## src/rtl/u_mem_wb_reg_pkg.sv

```systemverilog
// Shared MIPS pipeline definitions: datapath width, byte-lane encodings,
// the MEM/WB control bundle and a byte-extension helper.
package mips_pkg;

    localparam int XLEN = 32;

    // Little-endian byte lanes selected by data address bits [1:0].
    localparam logic [1:0] BYTE_SEL_0 = 2'd0;  // bits [7:0]
    localparam logic [1:0] BYTE_SEL_1 = 2'd1;  // bits [15:8]
    localparam logic [1:0] BYTE_SEL_2 = 2'd2;  // bits [23:16]
    localparam logic [1:0] BYTE_SEL_3 = 2'd3;  // bits [31:24]

    // Control bits travelling from MEM into WB alongside the data.
    typedef struct packed {
        logic valid;
        logic reg_wr;
        logic mem_to_reg;
        logic word;
        logic is_unsigned;
    } mem_wb_ctrl_t;

    // Widen one byte to XLEN: zero-extend for lbu, sign-extend for lb.
    function automatic logic [XLEN-1:0] extend_byte(input logic [7:0] b,
                                                     input logic       zero_ext);
        logic [XLEN-1:0] r;
        if (zero_ext) begin
            r = {{(XLEN-8){1'b0}}, b};
        end else begin
            r = {{(XLEN-8){b[7]}}, b};
        end
        return r;
    endfunction

endpackage

```

## src/rtl/u_mem_wb_reg_load_align.sv

```systemverilog
// Combinational load alignment: picks the addressed byte lane out of the
// aligned memory word and extends it; word loads pass through unchanged.
// Kept separate so a halfword mode can be added without touching the
// pipeline register.
module u_load_align
    import mips_pkg::*;
(
    input  logic            i_word,
    input  logic            i_unsigned,
    input  logic [1:0]      i_byte_sel,
    input  logic [XLEN-1:0] i_mem_data,
    output logic [XLEN-1:0] o_load_data
);

    logic [7:0] lane_byte;

    // Select the addressed byte lane (little-endian).
    always_comb begin
        lane_byte = i_mem_data[7:0];
        case (i_byte_sel)
            BYTE_SEL_0: lane_byte = i_mem_data[7:0];
            BYTE_SEL_1: lane_byte = i_mem_data[15:8];
            BYTE_SEL_2: lane_byte = i_mem_data[23:16];
            BYTE_SEL_3: lane_byte = i_mem_data[31:24];
            default:    lane_byte = i_mem_data[7:0];
        endcase
    end

    // Word loads ignore the lane select; a misaligned word still returns
    // the aligned word, the pipeline register flags it separately.
    always_comb begin
        o_load_data = i_mem_data;
        if (!i_word) begin
            o_load_data = extend_byte(lane_byte, i_unsigned);
        end
    end

endmodule

```

## src/rtl/u_mem_wb_reg.sv

```systemverilog
// MEM/WB pipeline register. Captures load/ALU write-back data and control
// from the MEM stage, qualifies the register-file write, keeps a sticky
// misaligned-word-load flag and counts retired (captured valid) instructions.
//
// Handshake: there is no ready/back-pressure path. i_u_mem_wb_valid marks a
// real instruction on the MEM-stage inputs; it is consumed on any rising
// edge without flush or stall. o_u_mem_wb_valid marks a real instruction in
// WB for exactly the cycles it is held. Flush beats stall beats load.
module u_mem_wb_reg
    import mips_pkg::*;
#(
    parameter int RETIRE_W   = 32,
    parameter int REG_ADDR_W = 5
) (
    input  logic                  i_sys_clock,
    input  logic                  i_sys_reset_n,
    input  logic                  i_u_mem_wb_stall,
    input  logic                  i_u_mem_wb_flush,
    input  logic                  i_u_mem_wb_valid,
    input  logic                  i_u_mem_wb_reg_wr,
    input  logic                  i_u_mem_wb_mem_to_reg,
    input  logic                  i_u_mem_wb_word,
    input  logic                  i_u_mem_wb_unsigned,
    input  logic [1:0]            i_u_mem_wb_byte_sel,
    input  logic [31:0]           i_u_mem_wb_alu_result,
    input  logic [31:0]           i_u_mem_wb_mem_data,
    input  logic [REG_ADDR_W-1:0] i_u_mem_wb_dest_reg,
    output logic                  o_u_mem_wb_valid,
    output logic                  o_u_mem_wb_reg_wr,
    output logic [REG_ADDR_W-1:0] o_u_mem_wb_dest_reg,
    output logic [31:0]           o_u_mem_wb_wb_data,
    output logic                  o_u_mem_wb_fwd_en,
    output logic                  o_u_mem_wb_misalign,
    output logic [RETIRE_W-1:0]   o_u_mem_wb_retire_cnt
);

    mem_wb_ctrl_t          ctrl_in;
    logic [XLEN-1:0]       load_data;
    logic [XLEN-1:0]       wb_data_next;
    logic                  load_en;
    logic                  misalign_hit;

    logic                  valid_q,    valid_d;
    logic                  reg_wr_q,   reg_wr_d;
    logic [REG_ADDR_W-1:0] dest_q,     dest_d;
    logic [XLEN-1:0]       wb_data_q,  wb_data_d;
    logic                  misalign_q, misalign_d;
    logic [RETIRE_W-1:0]   retire_q,   retire_d;

    assign ctrl_in = '{valid:       i_u_mem_wb_valid,
                       reg_wr:      i_u_mem_wb_reg_wr,
                       mem_to_reg:  i_u_mem_wb_mem_to_reg,
                       word:        i_u_mem_wb_word,
                       is_unsigned: i_u_mem_wb_unsigned};

    u_load_align u_align (
        .i_word      (ctrl_in.word),
        .i_unsigned  (ctrl_in.is_unsigned),
        .i_byte_sel  (i_u_mem_wb_byte_sel),
        .i_mem_data  (i_u_mem_wb_mem_data),
        .o_load_data (load_data)
    );

    // Write-back source mux and edge classification.
    always_comb begin
        wb_data_next = ctrl_in.mem_to_reg ? load_data : i_u_mem_wb_alu_result;
        load_en      = !i_u_mem_wb_flush && !i_u_mem_wb_stall;
        misalign_hit = ctrl_in.valid && ctrl_in.mem_to_reg && ctrl_in.word &&
                       (i_u_mem_wb_byte_sel != BYTE_SEL_0);
    end

    // Next-state: hold by default, bubble on flush or invalid load, capture otherwise.
    always_comb begin
        valid_d    = valid_q;
        reg_wr_d   = reg_wr_q;
        dest_d     = dest_q;
        wb_data_d  = wb_data_q;
        misalign_d = misalign_q;
        retire_d   = retire_q;
        if (i_u_mem_wb_flush || (load_en && !ctrl_in.valid)) begin
            valid_d   = 1'b0;
            reg_wr_d  = 1'b0;
            dest_d    = '0;
            wb_data_d = '0;
        end else if (load_en) begin
            valid_d    = 1'b1;
            // Writes to $0 are dropped here so WB and forwarding never see them.
            reg_wr_d   = ctrl_in.reg_wr && (i_u_mem_wb_dest_reg != '0);
            dest_d     = i_u_mem_wb_dest_reg;
            wb_data_d  = wb_data_next;
            misalign_d = misalign_q | misalign_hit;
            retire_d   = retire_q + RETIRE_W'(1);
        end
    end

    // State registers with asynchronous active-low clear.
    always_ff @(posedge i_sys_clock or negedge i_sys_reset_n) begin
        if (!i_sys_reset_n) begin
            valid_q    <= 1'b0;
            reg_wr_q   <= 1'b0;
            dest_q     <= '0;
            wb_data_q  <= '0;
            misalign_q <= 1'b0;
            retire_q   <= '0;
        end else begin
            valid_q    <= valid_d;
            reg_wr_q   <= reg_wr_d;
            dest_q     <= dest_d;
            wb_data_q  <= wb_data_d;
            misalign_q <= misalign_d;
            retire_q   <= retire_d;
        end
    end

    assign o_u_mem_wb_valid      = valid_q;
    assign o_u_mem_wb_reg_wr     = reg_wr_q;
    assign o_u_mem_wb_fwd_en     = reg_wr_q;
    assign o_u_mem_wb_dest_reg   = dest_q;
    assign o_u_mem_wb_wb_data    = wb_data_q;
    assign o_u_mem_wb_misalign   = misalign_q;
    assign o_u_mem_wb_retire_cnt = retire_q;

endmodule

```

## config.mk

```make
export PLATFORM = sky130hd
export DESIGN_NAME = u_mem_wb_reg
export DESIGN_NICKNAME = d
export VERILOG_FILES = /design/src/rtl/u_mem_wb_reg_pkg.sv /design/src/rtl/u_mem_wb_reg_load_align.sv /design/src/rtl/u_mem_wb_reg.sv
export SDC_FILE = /design/constraint.sdc
export NUM_CORES = 1
export LEC_CHECK = 0
export CAP_MARGIN = 10
export CORE_MARGIN = 2
export CORE_UTILIZATION = 45
export CTS_BUF_LIST = sky130_fd_sc_hd__clkbuf_2 sky130_fd_sc_hd__clkbuf_4 sky130_fd_sc_hd__clkbuf_8
export CTS_CLUSTER_SIZE = 14
export DETAILED_ROUTE_END_ITERATION = 10
export GPL_TIMING_DRIVEN = 0
export PLACE_DENSITY = 0.86
export SYNTH_ARGS = -nofsm -noshare
export SYNTH_HDL_FRONTEND = slang
export SYNTH_HIERARCHICAL = 1
export SYNTH_SLANG_ARGS = --single-unit
```

## constraint.sdc

```tcl
create_clock -name i_sys_clock -period 1.8 [get_ports i_sys_clock]
set_input_delay 0.27 -clock i_sys_clock [delete_from_list [all_inputs] [get_ports i_sys_clock]]
set_output_delay 0.27 -clock i_sys_clock [all_outputs]
set_load 0.1 [all_outputs]
```

==> results of run 1 <==
## final timing paths
check                      slack (ps)                             startpoint  depth (start not counted)                                    end
max                                10                 i_u_mem_wb_byte_sel[1]                          8     o_u_mem_wb_wb_data[17]$_DFFE_PN0P_
min                                50                          i_sys_reset_n                          1   o_u_mem_wb_retire_cnt[7]$_DFFE_PN0P_
max reg2reg                       150   o_u_mem_wb_retire_cnt[4]$_DFFE_PN0P_                          7  o_u_mem_wb_retire_cnt[16]$_DFFE_PN0P_
min reg2reg                       480  o_u_mem_wb_retire_cnt[27]$_DFFE_PN0P_                          1  o_u_mem_wb_retire_cnt[27]$_DFFE_PN0P_
max in group asynchronous        1100                          i_sys_reset_n                          1   o_u_mem_wb_retire_cnt[0]$_DFFE_PN0P_
min in group i_sys_clock          380                       i_u_mem_wb_stall                          4   o_u_mem_wb_retire_cnt[1]$_DFFE_PN0P_
## cell type report
cell class | instances | share of cell area (%)
timing repair buffer | 161 | 27.9
buffer | 23 | 2.08
clock inverter | 7 | 1.58
sequential | 72 | 30.9
tap | 105 | 2.18
multi-input combinational | 284 | 33.3
clock buffer | 9 | 2.06
## repair_timing
action                     in CTS  in global routing
buffers inserted                3                  7
pin swaps                       3                  9
hold endpoints to repair        0                  0
gates cloned                    0                  0
gates resized for setup       222                 20
setup endpoints to repair     105                 55
## cell families (layout without fill, tap and decap cells)
group | after synthesis | after routing
simple gates | 122 | 122
xor+xnor | 31 | 31
buf+inv | 24 | 200
mux | 41 | 41
fa+ha+maj | 1 | 1
compound gates | 89 | 89
flops | 72 | 72
## metal layers
metal	global-route usage (%)	vias to the layer above
met3	7.44	22
met1	29.2	1704
met4	8.56	0
met2	44.2	178
li1	-	1699
met5	0	-
## synth_stat cells
cell / instances
dfrtp_1: 72
nand2_1: 52
buf_2: 4
a22oi_1: 7
o32ai_4: 1
ha_1: 1
o21a_1: 1
nand4_1: 17
o21ai_1: 4
buf_1: 2
xnor2_1: 28
o211ai_1: 1
nor2_1: 12
or3_4: 1
nand4b_1: 1
mux2_2: 7
xor2_1: 3
a22o_1: 5
nor4_1: 1
a21o_1: 24
a32o_1: 1
nor4_4: 3
nor3b_1: 1
nor3_1: 5
and3_1: 3
a21oi_1: 9
nand2b_1: 1
or3b_1: 1
and2b_1: 1
or2b_1: 1
clkbuf_1: 12
nor2b_1: 10
buf_4: 2
o21bai_1: 1
nand3_1: 10
and4_1: 2
o21ai_0: 35
mux2i_1: 34
buf_6: 4
## worst reg2reg max path: stages (launching register included)
cell,delay [ps]
dfrtp_4,450
nand4_1,90
buf_4,190
nor4_4,310
buf_4,190
buf_4,110
nand2_1,50
xnor2_1,140
## metrics by stage
| step | instances | instance area [µm²] |
|---|---|---|
| finish | 661 | 6020 |
| global route | 661 | 6020 |
| CTS | 655 | 5930 |
| detailed placement | 636 | 5580 |
| global placement | 636 | 5590 |
| floorplan | 380 | 3940 |
## power groups by stage
stage               Combinational (W)  Sequential (W)  Clock, W
finish                        0.00153         0.00186   0.00143
global route                  0.00159         0.00187   0.00154
CTS                           0.00151         0.00186   0.00146
detailed placement            0.00152         0.00189         0
global placement              0.00150         0.00189         0
floorplan                    0.000358         0.00254         0
==> summary.md, run 1 <==
| Metric | Value |
|---|---|
| Worst Path Arrival | 2000 ps |
| Simple-Gate Fraction of Synth Area | about 17% |
| DR WL met2 | roughly 6.0 mm |
| Setup CP Type | input pin to flop |
| CORE AREA | 8260 µm² |
| Worst-margin pin slew | 893 ps |
| Worst-path maximum fanout | 10 |
| Mux contribution to synthesized area | 10.9% |
| Row count | 33 |
| Multi-input logic area | approximately 2000 µm² |
| Commonest non-fill, non-tap cell in the layout | clkdlybuf4s50_1 |
| Post-Synth XOR/XNOR Area | 7.03% |
| Total grt overflow | 0 |
| Final Critical Period | 1790 ps |
| Largest family of logic cells by synthesized area | simple AND/OR/NAND/NOR gates |
| Util after Layout | 72.8% |
| Status | complete, no violations |
| Vias in the first global route | 3760 |
| Clock skew | 8.17 ps |
| First-pass detailed-route iteration total | 4 |
| Setup slack at placement | -495 ps |
| WP buf/inv | 3 |
| Met3 wire length | 1.00 mm |
| Most frequent cells in the layout | clkdlybuf4s50_1, clkdlybuf4s15_2, nand2_1 |
| YS warnings | 6 |
| Initial core utilization | around 47% |
| FF+latch count, synth | 72 |
| # Max-Cap Violations | 0 |
| Fill cells | 555 |
| GPL Wtd Cong | 0.862 |
| Diode count | 0 |
| Synth Area per Inst | 10.2 µm² |
| Share of cells above drive strength 1 | 28.8% |
| FF/Latch Area | between 1500 and 2000 µm² |
| Setup TNS | 0 ps |
| Max incr delay on CP | 500 ps |
| CTS clock-pin slew for the worst setup and hold paths | about 80 ps |
| Worst Hold Slack | 46.0 ps |
| Worst path required time | 2010 ps |
| Post-Syn Area | roughly 3900 µm² |
| Initial antenna violation count | 0 |
| Clk network pwr share | 29.7% |
| CP cell instances | clkdlybuf4s50_1, buf_6, mux2i_4, o32ai_4, buf_6, a21o_1, mux2i_1, o21ai_0 |
| Detailed Place HPWL | 8.69 mm |
| Die X | 96.6 µm |
| Final Hold Fails | 0 |
| M1 WL | ~4.6 mm |
| Sw Ratio | 37.6% |
| Slack of the critical path | 11.4 ps |
| PortBufs | 151 |
| Post-synth top area share | 46.6% |
| H-tree depth | 3 |
| Complex-gate fraction of the synthesized area | 14.9% |
| DR WL/cell | 18.0 µm |
| Reg power frac | 38.5% |
| Critical Path Most Common Cell | buf_6 |
| First-pass GRT wire length | 19.1 mm |
| Highest metal used | met4 |
| Avg Vias per Cell | 5.45 |
| Sequential area share after synthesis | 46.6% |
| DR iter-0 viols | approximately 170 |
| Pwr/cell area | between 800 and 900 nW/µm² |
| CTS tree | yes |
| Slew margin rel. | between 40% and 50% |
| Final #Nets | 632 |
| # setup viols final | 0 |
| Hold Path Class | input pin to async pin |
| Largest net degree at the start of global routing | 73 |
| Syn_nets | around 460 |
| Vias | 3603 |
| Max Root-Sink Buffers | 2 |
| DIE AREA | 9340 µm² |
| Critical path launch point type | input pin |
| Leakage | 2.57 nW |
| Post-synthesis cell type count | 39 |
| Hold_buf cts | 0 |
| Slew Limit Fails | 0 |
| Crit share post-route | 99.4% |
| Crit path max-delay family | buffers and inverters |
| CTS Sinks | 72 |
| Fmax | 559 MHz |
| IR drop worst, VDD | 0.458 mV |
| Net Sw Power | 0.00181 W |
| Clock Root Buffer | clkbuf_8 |
| Residual DRC | 0 |
| Final wirelength | 11.9 mm |
| Slowest-stage cell, CP | clkdlybuf4s50_1 |
| Post-Synth Adder-Cell Area | 0.324% |
| Top cells by area, synth | dfrtp_1, mux2i_1, xnor2_1 |
| Antenna viol nets, final | 0 |
| Power, Total | 0.00482 W |
| Die Ht | 96.6 µm |
| Cell-internal power | 0.00301 W |
| Tot GR Track Use | 25.1% |
| Synth area leader | dfrtp_1 |
| Cells after synthesis | 380 |
| Clock Latency Late Sink | 350 ps |
| # IOs | 153 |
| Comb pwr share | 31.7% |
| Layout area overhead | 55.7% |
| Crit path capture type | flop |
| CTS Buf Count | 9 |
(Power assumes the default switching activity.)
==> inputs of run 2 (changes only) <==
--- a/config.mk
+++ b/config.mk
@@ -13,6 +13,7 @@
 export DETAILED_ROUTE_END_ITERATION = 10
 export GPL_TIMING_DRIVEN = 0
 export PLACE_DENSITY = 0.86
+export SLEW_MARGIN = 0
 export SYNTH_ARGS = -nofsm -noshare
 export SYNTH_HDL_FRONTEND = slang
 export SYNTH_HIERARCHICAL = 1
==> results of run 2 <==
The final DEF is identical to that of run 1; final timing and power are the same.
==> patch 1, RTL diff (flow settings as in run 1) <==
Register the output `o_u_mem_wb_retire_cnt` once more, with the module's reset; this adds one clock of latency there. The other outputs are not delayed to match.
--- a/src/rtl/u_mem_wb_reg.sv
+++ b/src/rtl/u_mem_wb_reg.sv
@@ -118,7 +118,13 @@
     assign o_u_mem_wb_dest_reg   = dest_q;
     assign o_u_mem_wb_wb_data    = wb_data_q;
     assign o_u_mem_wb_misalign   = misalign_q;
-    assign o_u_mem_wb_retire_cnt = retire_q;
+    always_ff @(posedge i_sys_clock or negedge i_sys_reset_n) begin
+        if (!i_sys_reset_n) begin
+            o_u_mem_wb_retire_cnt <= '0;
+        end else begin
+            o_u_mem_wb_retire_cnt <= retire_q;
+        end
+    end
 
 endmodule
 
Behaviour: not the same (a bounded check fails within 4 cycles, from zero or initial values and one cycle with i_sys_reset_n low).
==> patch 1 against run 1 <==
Sequential cell count is 32 higher; highest routed layer unchanged; synthesized area up 21%; routed wire length up 8.1%; design area grew 13%; worst setup slack better by 0.025 ns; hold slack improved by 0.21 ns; power grew 19%; non-clock buffer count grew 12; die area rose by 20%.
==> patch 1: results (changes against run 1) <==
Routed wl met3 - 777 µm (-23%)
DR vias - 3896 (+8.1%)
Dpl hpwl - 9450 µm (+8.7%)
Non-clk bufs - 196 (+6.5%)
Sequential cell count - 104 (+44%)
Leak - 3.24 nW (+26%)
XOR/XNOR Fraction of Synth Area - 5.80% (-1.2 points)
Status - finished, final reports clean
Filler instances - 786 (+42%)
Met2 Routed Length - 6480 µm (+7.7%)
Global-route total usage across every layer - 23.0% (-2.1 points)
Worst-path clk slew - 0.10 ns (+0.02 ns)
Crit Path Max Fanout - 5 (-5)
Post-CTS Resized - 208 (-6.3%)
Register Area - 2610 µm² (+40%)
Post-synth cell types - 42 (+7.7%)
CTS Hold Bufs - 1 (+1)
R2R Path End - retire_q[20]$_DFFE_PN0P_
Net switching power - 2.03 mW (+12%)
HP Class - in -> reg
Largest net degree at the start of global routing - 69 (-5.5%)
Worst r2r src - retire_q[6]$_DFFE_PN0P_
Post-Synth Adder-Cell Area - 0.267% (-0.057 points)
Hold slack - 0.253 ns (+0.207 ns)
Post-synthesis net count - 486 (+5.4%)
First-pass GRT wire length - 20100 µm (+5.4%)
Global Route met1 Usage - 29.5% (+0.35 points)
Post-CTS setup buffers - 2 (-1)
Routing usage on met3 - 5.52% (-1.9 points)
Area of the multi-input gates - 2000 µm² (-0.31%)
Post-synthesis mux area share - 8.95% (-1.9 points)
Sequential area share after synthesis - 55.6% (+9.0 points)
Top cells by count, synth - dfrtp_1 (104), nand2_1 (45), o21ai_0 (35), mux2i_1 (34), a21o_1 (24)
Worst EP arrival - 2.05 ns (+0.05 ns)
Peak supply drop - 0.634 mV (+39%)
# clk buffers - 10 (+1)
WL/cell - 17.6 µm (-2.0%)
Placer Congestion - 0.915 (+6.1%)
Clk_skew - 0.0126 ns (+0.00447 ns)
Slowest stage delay, CP - 0.61 ns (+0.11 ns)
Top cells by area, synth - dfrtp_1 (56%), mux2i_1 (7.3%), xnor2_1 (4.1%), a21o_1 (3.8%), o21ai_0 (3.7%)
Reg2reg path depth - 4 (-3)
Slowest cell on crit path - or4_4
Drt first-iter violations - 176 (+6.0%)
WL met1 - 5280 µm (+15%)
#MultiIn Comb - 276 (-2.8%)
Compound-Gate Fraction of Synth Area - 12.3% (-2.6 points)
==> patch 1: changes by cell type after synthesis, moves of 2 or more <==
cell,run 1,this run
dfrtp_1,72,104
nand2_1,52,45
nor2_1,12,6
xnor2_1,28,22
xor2_1,3,9
and3_1,3,6
nand4_1,17,14
nand3_1,10,12
or4_1,0,2
==> patch 1: how the worst max path moves through the flow <==
| stage | slack, ns | end | startpoint | cells after the start |
|---|---|---|---|---|
| after floorplan | 0.004 | retire_q[20]$_DFFE_PN0P_ | retire_q[0]$_DFFE_PN0P_ | 5 |
| after global placement | -3.13 | o_u_mem_wb_wb_data[21]$_DFFE_PN0P_ | i_sys_reset_n | 1 |
| after detailed placement | -0.51 | retire_q[19]$_DFFE_PN0P_ | i_u_mem_wb_valid | 6 |
| after CTS | 0.0009 | retire_q[19]$_DFFE_PN0P_ | i_u_mem_wb_valid | 6 |
| after global routing | -0.03 | retire_q[20]$_DFFE_PN0P_ | retire_q[6]$_DFFE_PN0P_ | 4 |
| final | 0.04 | retire_q[20]$_DFFE_PN0P_ | retire_q[6]$_DFFE_PN0P_ | 4 |
==> patch 1: tightest hold or removal path: stages <==
cell	delay, ns
dlymetal6s2s_1	0.14
o211ai_1	0.11
o21bai_1	0.07
==> patch 1: metrics by stage <==
step / utilization, % / power, mW / worst slack [ns]
6_report: 66.6 / 5.72 / 0.0366
4_1_cts: 65.6 / 5.71 / 0.000919
2_1_floorplan: - / 3.64 / 0.00381
5_1_grt: 66.6 / 5.94 / -0.0335
3_3_place_gp: 62.2 / 4.17 / -3.13
3_5_place_dp: 62.4 / 4.20 / -0.514
==> patch 2, RTL diff (settings of run 1) <==
Without the edit above. `REG_ADDR_W`: 5 -> 4.
--- a/src/rtl/u_mem_wb_reg.sv
+++ b/src/rtl/u_mem_wb_reg.sv
@@ -10,7 +10,7 @@
     import mips_pkg::*;
 #(
     parameter int RETIRE_W   = 32,
-    parameter int REG_ADDR_W = 5
+    parameter int REG_ADDR_W = 4
 ) (
     input  logic                  i_sys_clock,
     input  logic                  i_sys_reset_n,
Interface: changed (resized i_u_mem_wb_dest_reg and o_u_mem_wb_dest_reg); port bits go from 153 to 151. The function was not compared with the original's and may differ.
==> patch 2 against run 1 <==
Routed wire length is 5.5% lower; worst setup slack better by 0.020 ns; synthesized area is 0.32% lower; clock skew is 0.0017 ns higher; power is 0.60% higher; clock power is 12% higher; design area is 1.6% lower; sequential cell count is 1 lower; largest power group unchanged.
==> patch 2: results (changes against run 1) <==
Status - finished, final reports clean
Post-synth cell types - 43 (+10%)
Peak supply drop - 0.394 mV (-14%)
Placer Congestion - 0.817 (-5.3%)
Fraction of layout cells with a size suffix above 1 - 29.0% (+0.27 points)
Drt first-iter violations - 159 (-4.2%)
Combinational Power Share - 29.8% (-1.9 points)
Post-Synthesis Cells - 376 (-1.1%)
Largest net degree at the start of global routing - 72 (-1.4%)
Compound-Gate Fraction of Synth Area - 14.9% (-0.081 points)
Top cells by area, synth - dfrtp_1 (46%), mux2i_1 (8.8%), xnor2_1 (5.7%), o21ai_0 (4.7%), a21o_1 (4.7%)
Sequential area share after synthesis - 46.1% (-0.50 points)
Clock share of power - 33.0% (+3.3 points)
Int Power - 3.08 mW (+2.5%)
WL final - 11200 µm (-5.5%)
DR vias - 3505 (-2.7%)
Vias in the first global route - 3609 (-4.0%)
Relative slew slack - 39.8% (-0.71 points)
Multi-input gate share of total cell area - 32.8% (-0.50 points)
Invs w/o clock - 3 (+3)
Final instance area - 5920 µm² (-1.6%)
Post-synthesis mux area share - 10.9% (+0.035 points)
Leak - 2.58 nW (+0.73%)
Synthesized flop and latch total - 71 (-1.4%)
Syn Area/Cell - 10.2 µm² (+0.74%)
Seq area share - 31.1% (+0.24 points)
Post-synthesis net count - 456 (-1.1%)
Cell count after placement - 630 (-0.94%)
Dpl hpwl - 8500 µm (-2.2%)
Placement Setup Slack - -0.424 ns (+0.0704 ns)
Non-Clock Buffer Area Fraction - 29.6% (-0.45 points)
patch 2: cell types whose count changed after synthesis, sizes merged, moves of 3 or more:
cell	change
nand2	-6
buf	+3
xor2	+3
nor2	-5
xnor2	-3
and3	+3
inv	+3
and2	+3
nand4	+3
patch 2: metal layers:
layer | vias up | GRT usage (%) | routed length [µm]
met4 | 0 | 8.80 | 258
li1 | 1661 | - | -
met3 | 25 | 9.54 | 1060
met1 | 1651 | 29.2 | 4400
met5 | - | 0 | 0
met2 | 168 | 42.0 | 5500
patch 2: worst max-delay path, cell delays in order:
cell	delay, ns
clkdlybuf4s50_1	0.42
buf_2	0.18
or2b_1	0.27
o32ai_4	0.37
buf_6	0.19
a21o_1	0.11
mux2i_1	0.06
o21ai_0	0.16
patch 2: final timing paths:
kind | start | to | slack (ns) | cells after the start
worst max-delay path | i_u_mem_wb_word | o_u_mem_wb_wb_data[23]$_DFFE_PN0P_ | 0.03 | 8
worst min-delay path | i_sys_reset_n | o_u_mem_wb_retire_cnt[13]$_DFFE_PN0P_ | 0.04 | 1
worst max register to register | o_u_mem_wb_retire_cnt[4]$_DFFE_PN0P_ | o_u_mem_wb_retire_cnt[31]$_DFFE_PN0P_ | 0.26 | 5
worst min register to register | o_u_mem_wb_wb_data[3]$_DFFE_PN0P_ | o_u_mem_wb_wb_data[3]$_DFFE_PN0P_ | 0.48 | 2
max in group asynchronous | i_sys_reset_n | o_u_mem_wb_retire_cnt[0]$_DFFE_PN0P_ | 1.09 | 1
min in group i_sys_clock | i_u_mem_wb_mem_to_reg | o_u_mem_wb_wb_data[7]$_DFFE_PN0P_ | 0.33 | 3
patch 2: cell families after synthesis:
group | after synthesis
flops | 71
xor+xnor | 31
compound gates | 89
buf+inv | 29
simple gates | 114
mux | 41
fa+ha+maj | 1
